--- src/rtl/hmmm_alu_pkg.sv ---
// Shared definitions for the ALU sharing logic: opcode values, FSM encoding,
// default datapath widths and the opcode legality rule.
package hmmm_alu_pkg;

   localparam int WIDTH_DEF = 16;
   localparam int OP_W_DEF  = 3;

   localparam int OP_ADD = 0;
   localparam int OP_SUB = 1;
   localparam int OP_MUL = 2;
   localparam int OP_DIV = 3;
   localparam int OP_MOD = 4;

   typedef enum logic [1:0] {
      IDLE = 2'd0,
      EXEC = 2'd1,
      RESP = 2'd2
   } state_t;

   // An op is legal when the ALU defines it and it is not a division or
   // modulo by zero.
   function automatic logic op_is_legal(input int op, input logic b_zero);
      logic defined;
      logic by_zero;
      defined = (op >= OP_ADD) && (op <= OP_MOD);
      by_zero = ((op == OP_DIV) || (op == OP_MOD)) && b_zero;
      return defined && !by_zero;
   endfunction

endpackage

--- src/rtl/alu_arbiter_rr_arb2.sv ---
// Two-way round-robin arbiter. On a tie the requester that was not granted
// last wins; the pointer only moves when the parent commits a grant.
module rr_arb2 (
   input  logic       clk,
   input  logic       rst_n,
   input  logic [1:0] valid,
   input  logic       advance,
   output logic [1:0] grant,
   output logic       grant_id
);

   // Id granted most recently; resets to 1 so req0 wins the first tie.
   logic last_reg;

   assign grant_id = (valid == 2'b11) ? ~last_reg : valid[1];

   for (genvar gi = 0; gi < 2; gi++) begin : g_grant
      assign grant[gi] = (|valid) && (grant_id == 1'(gi));
   end

   // Remember the committed grant for the next tie-break.
   always_ff @(posedge clk or negedge rst_n) begin
      if (!rst_n) begin
         last_reg <= 1'b1;
      end else if (advance) begin
         last_reg <= grant_id;
      end
   end

endmodule

--- src/rtl/alu_arbiter.sv ---
// Shares one combinational ALU between two requesters. One op is accepted
// per grant, driven to the ALU for a single EXEC cycle, and the registered
// result is returned with the requester id over a valid/ready channel.
module alu_arbiter
   import hmmm_alu_pkg::*;
#(
   parameter int WIDTH = WIDTH_DEF,
   parameter int OP_W  = OP_W_DEF
) (
   input  logic               clk,
   input  logic               rst_n,
   input  logic [1:0]         req_valid,
   output logic [1:0]         req_ready,
   input  logic [2*OP_W-1:0]  req_op,
   input  logic [2*WIDTH-1:0] req_a,
   input  logic [2*WIDTH-1:0] req_b,
   output logic               rsp_valid,
   input  logic               rsp_ready,
   output logic               rsp_id,
   output logic [WIDTH-1:0]   rsp_result,
   output logic               rsp_zero,
   output logic               rsp_carry,
   output logic               rsp_err,
   output logic [WIDTH-1:0]   alu_tmp1,
   output logic [WIDTH-1:0]   alu_tmp2,
   output logic [OP_W-1:0]    alu_op,
   output logic               alu_enable,
   input  logic [WIDTH-1:0]   alu_result,
   input  logic               alu_zero,
   input  logic               alu_carry
);

   state_t state_reg;
   state_t state_next;

   logic [OP_W-1:0]  op_arr [2];
   logic [WIDTH-1:0] a_arr  [2];
   logic [WIDTH-1:0] b_arr  [2];

   logic [1:0]       grant;
   logic             grant_id;
   logic             accept;
   logic             op_legal;

   logic [OP_W-1:0]  op_reg;
   logic [WIDTH-1:0] a_reg;
   logic [WIDTH-1:0] b_reg;
   logic             id_reg;

   logic             rsp_id_reg;
   logic [WIDTH-1:0] rsp_result_reg;
   logic             rsp_zero_reg;
   logic             rsp_carry_reg;
   logic             rsp_err_reg;

   // Split the flat request buses into per-requester fields.
   for (genvar gi = 0; gi < 2; gi++) begin : g_unpack
      assign op_arr[gi] = req_op[gi*OP_W +: OP_W];
      assign a_arr[gi]  = req_a[gi*WIDTH +: WIDTH];
      assign b_arr[gi]  = req_b[gi*WIDTH +: WIDTH];
   end

   rr_arb2 u_arb (
      .clk      (clk),
      .rst_n    (rst_n),
      .valid    (req_valid),
      .advance  (accept),
      .grant    (grant),
      .grant_id (grant_id)
   );

   assign op_legal = op_is_legal(int'(op_reg), (b_reg == '0));

   // FSM state register.
   always_ff @(posedge clk or negedge rst_n) begin
      if (!rst_n) begin
         state_reg <= IDLE;
      end else begin
         state_reg <= state_next;
      end
   end

   // Next state plus handshake and ALU enable; ready is forced low in reset
   // so an asserted valid cannot leak through while the FSM is held.
   always_comb begin
      state_next = state_reg;
      accept     = 1'b0;
      req_ready  = 2'b00;
      alu_enable = 1'b0;
      rsp_valid  = 1'b0;
      case (state_reg)
         IDLE: begin
            if (rst_n && (|req_valid)) begin
               accept     = 1'b1;
               req_ready  = grant;
               state_next = EXEC;
            end
         end
         EXEC: begin
            alu_enable = op_legal;
            state_next = RESP;
         end
         RESP: begin
            rsp_valid = 1'b1;
            if (rsp_ready) begin
               state_next = IDLE;
            end
         end
         default: state_next = IDLE;
      endcase
   end

   // Latch the granted request; these registers drive the ALU and hold
   // their value outside EXEC so the ALU inputs do not toggle.
   always_ff @(posedge clk or negedge rst_n) begin
      if (!rst_n) begin
         op_reg <= '0;
         a_reg  <= '0;
         b_reg  <= '0;
         id_reg <= 1'b0;
      end else if (accept) begin
         op_reg <= op_arr[grant_id];
         a_reg  <= a_arr[grant_id];
         b_reg  <= b_arr[grant_id];
         id_reg <= grant_id;
      end
   end

   // Capture the ALU outputs (or the fixed error response) at the end of EXEC.
   always_ff @(posedge clk or negedge rst_n) begin
      if (!rst_n) begin
         rsp_id_reg     <= 1'b0;
         rsp_result_reg <= '0;
         rsp_zero_reg   <= 1'b0;
         rsp_carry_reg  <= 1'b0;
         rsp_err_reg    <= 1'b0;
      end else if (state_reg == EXEC) begin
         rsp_id_reg <= id_reg;
         if (op_legal) begin
            rsp_result_reg <= alu_result;
            rsp_zero_reg   <= alu_zero;
            rsp_carry_reg  <= alu_carry;
            rsp_err_reg    <= 1'b0;
         end else begin
            rsp_result_reg <= '0;
            rsp_zero_reg   <= 1'b1;
            rsp_carry_reg  <= 1'b0;
            rsp_err_reg    <= 1'b1;
         end
      end
   end

   assign alu_tmp1   = a_reg;
   assign alu_tmp2   = b_reg;
   assign alu_op     = op_reg;
   assign rsp_id     = rsp_id_reg;
   assign rsp_result = rsp_result_reg;
   assign rsp_zero   = rsp_zero_reg;
   assign rsp_carry  = rsp_carry_reg;
   assign rsp_err    = rsp_err_reg;

endmodule
--- config.mk ---
export PLATFORM = sky130hd
export DESIGN_NAME = alu_arbiter
export DESIGN_NICKNAME = d
export VERILOG_FILES = /design/src/rtl/hmmm_alu_pkg.sv /design/src/rtl/alu_arbiter_rr_arb2.sv /design/src/rtl/alu_arbiter.sv
export SDC_FILE = /design/constraint.sdc
export NUM_CORES = 1
export LEC_CHECK = 0
export ABC_AREA = 1
export BUFFER_PORTS_ARGS = -buffer_cell sky130_fd_sc_hd__buf_2
export CAP_MARGIN = 20
export CORE_UTILIZATION = 30
export DETAILED_ROUTE_END_ITERATION = 10
export PLACE_DENSITY = 0.65
export SETUP_SLACK_MARGIN = 0.1
export SKIP_CTS_REPAIR_TIMING = 1
export SLEW_MARGIN = 0
export SYNTH_ARGS = -nofsm -noshare
export SYNTH_HDL_FRONTEND = slang
export SYNTH_SLANG_ARGS = --single-unit
--- constraint.sdc ---
create_clock -name clk -period 1.6 [get_ports clk]
set_clock_uncertainty 0.2 [all_clocks]
set_input_delay 0.08 -clock clk [delete_from_list [all_inputs] [get_ports clk]]
set_output_delay 0.08 -clock clk [all_outputs]
set_load 0.05 [all_outputs]
==> key figures <==
Route
  • Drt wl/cell: 15.0 um
  • Post-Route WL: 10300 um
  • Vias: 3156
  • Vias per cell: 4.60
  • Routed Antenna Nets: 0
  • DRC Markers: 0
  • TritonRoute pass-1 iters: 4
  • Iter 0 DRT Violations: 105

Run status
  • Failing checks: hold timing, setup timing
  • Run status: finished with violations

Yosys
  • Synth area leader: dfrtp_1
  • Yosys top cell area share: 0.559
  • Post-synth EDFFs: 0
  • Flops & latches, synth: 59
  • Fraction of the yosys area taken by sequential cells: 0.569
  • Post-Syn Instances: 312
  • Synth unique cells: 22
  • Post-Synthesis Net Count: 405
  • Synthesis Warnings: 0
  • Prevailing post-synth register cell: dfrtp_1
  • Synth top area cells: dfrtp_1 56%, nand2_1 21%, nand3_1 9.6%
  • Ys async rst share: 1.00
  • Post-Syn Area: 0.00259 mm^2
  • Avg Synthesized Cell Area: 8.32 um^2

Setup path
  • Slowest CP cell: dfrtp_2
  • Reg2reg path depth: 8
  • R2r setup slk: -0.10 ns
  • Worst setup EP type: output pin
  • CP bufs+invs: 1
  • FF-to-FF End: alu_tmp1[9]$_DFFE_PN0P_
  • Worst path arrival time: 1.46 ns
  • CP top delay family: simple AND/OR/NAND/NOR gates
  • CP Class: reg2out
  • WP depth: 6
  • Critical Path Start Type: register
  • Largest fanout on the critical path: 3
  • CP peak stage delay: 0.42 ns
  • Worst R2R Start: state_reg[0]$_DFFE_PN0P_
  • Cell Chain, Critical Path: nor2_1 -> nand2_1 -> nor2_2 -> nand3_2 -> and2_4 -> buf_6
  • Req. time, crit path: 1.32 ns

Power and ir drop
  • Power density over the cells: 1730 mW/mm^2
  • Combinational power share: 0.570
  • Max rail drop VDD: 949 uV
  • Part of the power in the clock network: 0.140
  • Sw power: 4710 uW
  • Sequential Power Share: 0.289
  • Leak: 0.00298 uW
  • Total power: 9230 uW
  • Switching Share: 0.510
  • Int Pwr: 4520 uW

Floorplan
  • Ports: 152
  • Die Footprint: 0.00903 mm^2
  • Die X: 95.0 um
  • DIE HEIGHT: 95.0 um
  • Initial Util: 0.313
  • FP Rows: 33
  • Core area: 0.00830 mm^2

STA
  • Setup Viol. Count Final: 36
  • Final Max Tran Viols: 0
  • RSZ-0062 raised after global routing: yes
  • Final min period: 1.74 ns
  • Hold Vio Cnt, Final: 59
  • Measured slew at the worst slew-check pin: 0.760 ns
  • Hold Slack: -0.206 ns
  • Fin crit share: 1.09
  • Maximum clock frequency: 0.575 GHz
  • Max_slew headroom: 0.493
  • Final setup margin: -0.139 ns
  • Setup TNS: -1.47 ns

Final layout
  • ANT cells: 0
  • Final Util: 0.644
  • Post-route insts no fill: 686
  • Fill cells: 645
  • Nets: 670
  • Area grow syn2layout: 106%
  • Most frequent cells in the layout: 147 x buf_2, 112 x nand2_1, 89 x dlygate4sd3_1
  • Commonest non-fill, non-tap cell in the layout: buf_2
  • Layout cells sized above 1: 0.511

Global routing
  • Number of global-route vias before repair: 2444
  • Initial antenna violation count: 0
  • Largest net degree at the start of global routing: 60
  • GR Overflow Total: 0
  • Global-route wire length before repair: 10800 um
  • GRT Util Overall: 0.157

Clock tree
  • CTS root buf: clkbuf_8
  • Clock Latency Late Sink: 0.33 ns
  • Clock-pin transition on the worst setup and hold timing paths: 0.07 ns
  • CTS max path bufs: 2
  • Htree depth: 3
  • CTS tree: built
  • Sink Count: 59
  • CTS Buf Count: 9

Placed design
  • PortBufs: 151
  • Hpwl dp: 5250 um
  • GP Congestion: 0.760
  • Post-placement cell count: 565

Flow run
  • Max_cap viols: 0

Min path
  • HP Class: in2async
[synth_stat cells, types with 3 or more instances]
cell,n
nand2_1,148
dfrtp_1,58
nand3_1,50
nor2_1,15
inv_1,10
clkbuf_1,5
buf_2,4
buf_4,4
o211ai_1,3
o21ai_0,3
[per-stage QoR]
stage / instance area [um^2] / hold WS (ns) / setup WS (ns)
6_report: 5350 / -0.206 / -0.139
5_1_grt: 5350 / -0.135 / -0.220
4_1_cts: 3740 / -0.258 / -0.309
3_5_place_dp: 3560 / 0.0934 / 0.0226
3_3_place_gp: 3560 / 0.0862 / 0.0670
2_1_floorplan: 2670 / -0.416 / 0.0223
[power by group through the flow]
stage / registers, uW / clock network (uW) / logic [uW]
CTS: 2630 / 1340 / 4450
global placement: 2630 / 0 / 4400
finish: 2670 / 1290 / 5260
floorplan: 4890 / 0 / 1070
global route: 2750 / 1370 / 5550
detailed placement: 2640 / 0 / 4450
[per-layer routing]
layer | track usage | up-vias | share of wire
met3 | 0.0322 | 22 | 0.055
met1 | 0.194 | 1496 | 0.38
li1 | - | 1515 | -
met5 | 0 | - | 0
met2 | 0.262 | 123 | 0.54
met4 | 0.0745 | 0 | 0.025
[how the worst max path moves through the flow]
stage                                     startpoint                       end  slack [ns]
final                        alu_tmp2[9]$_DFFE_PN0P_                alu_enable       -0.14
after global routing         alu_tmp2[9]$_DFFE_PN0P_                alu_enable       -0.22
after CTS                 u_arb.last_reg$_DFFE_PN1P_              req_ready[0]       -0.31
after detailed placement  u_arb.last_reg$_DFFE_PN1P_  alu_tmp1[12]$_DFFE_PN0P_        0.02
after global placement    u_arb.last_reg$_DFFE_PN1P_  alu_tmp1[10]$_DFFE_PN0P_        0.07
after floorplan              alu_tmp2[7]$_DFFE_PN0P_     rsp_carry$_DFFE_PN0N_        0.02
[cell families after synthesis]
kind of cell           synth area share
and+or+nand+nor                   0.365
DFF                               0.569
buffers and inverters            0.0453
AOI/OAI and AO/OA                0.0198
[area by class of cell]
cell class | count | area, um^2 | share of cell area
sequential | 59 | 1500 | 0.281
clock buffer | 12 | 145 | 0.0272
multi-input combinational | 229 | 1430 | 0.268
tap | 105 | 131 | 0.0246
clock inverter | 3 | 40.0 | 0.00749
inverter | 10 | 40.0 | 0.00749
timing repair buffer | 268 | 2050 | 0.384
Power figures use the tool's default switching activity.
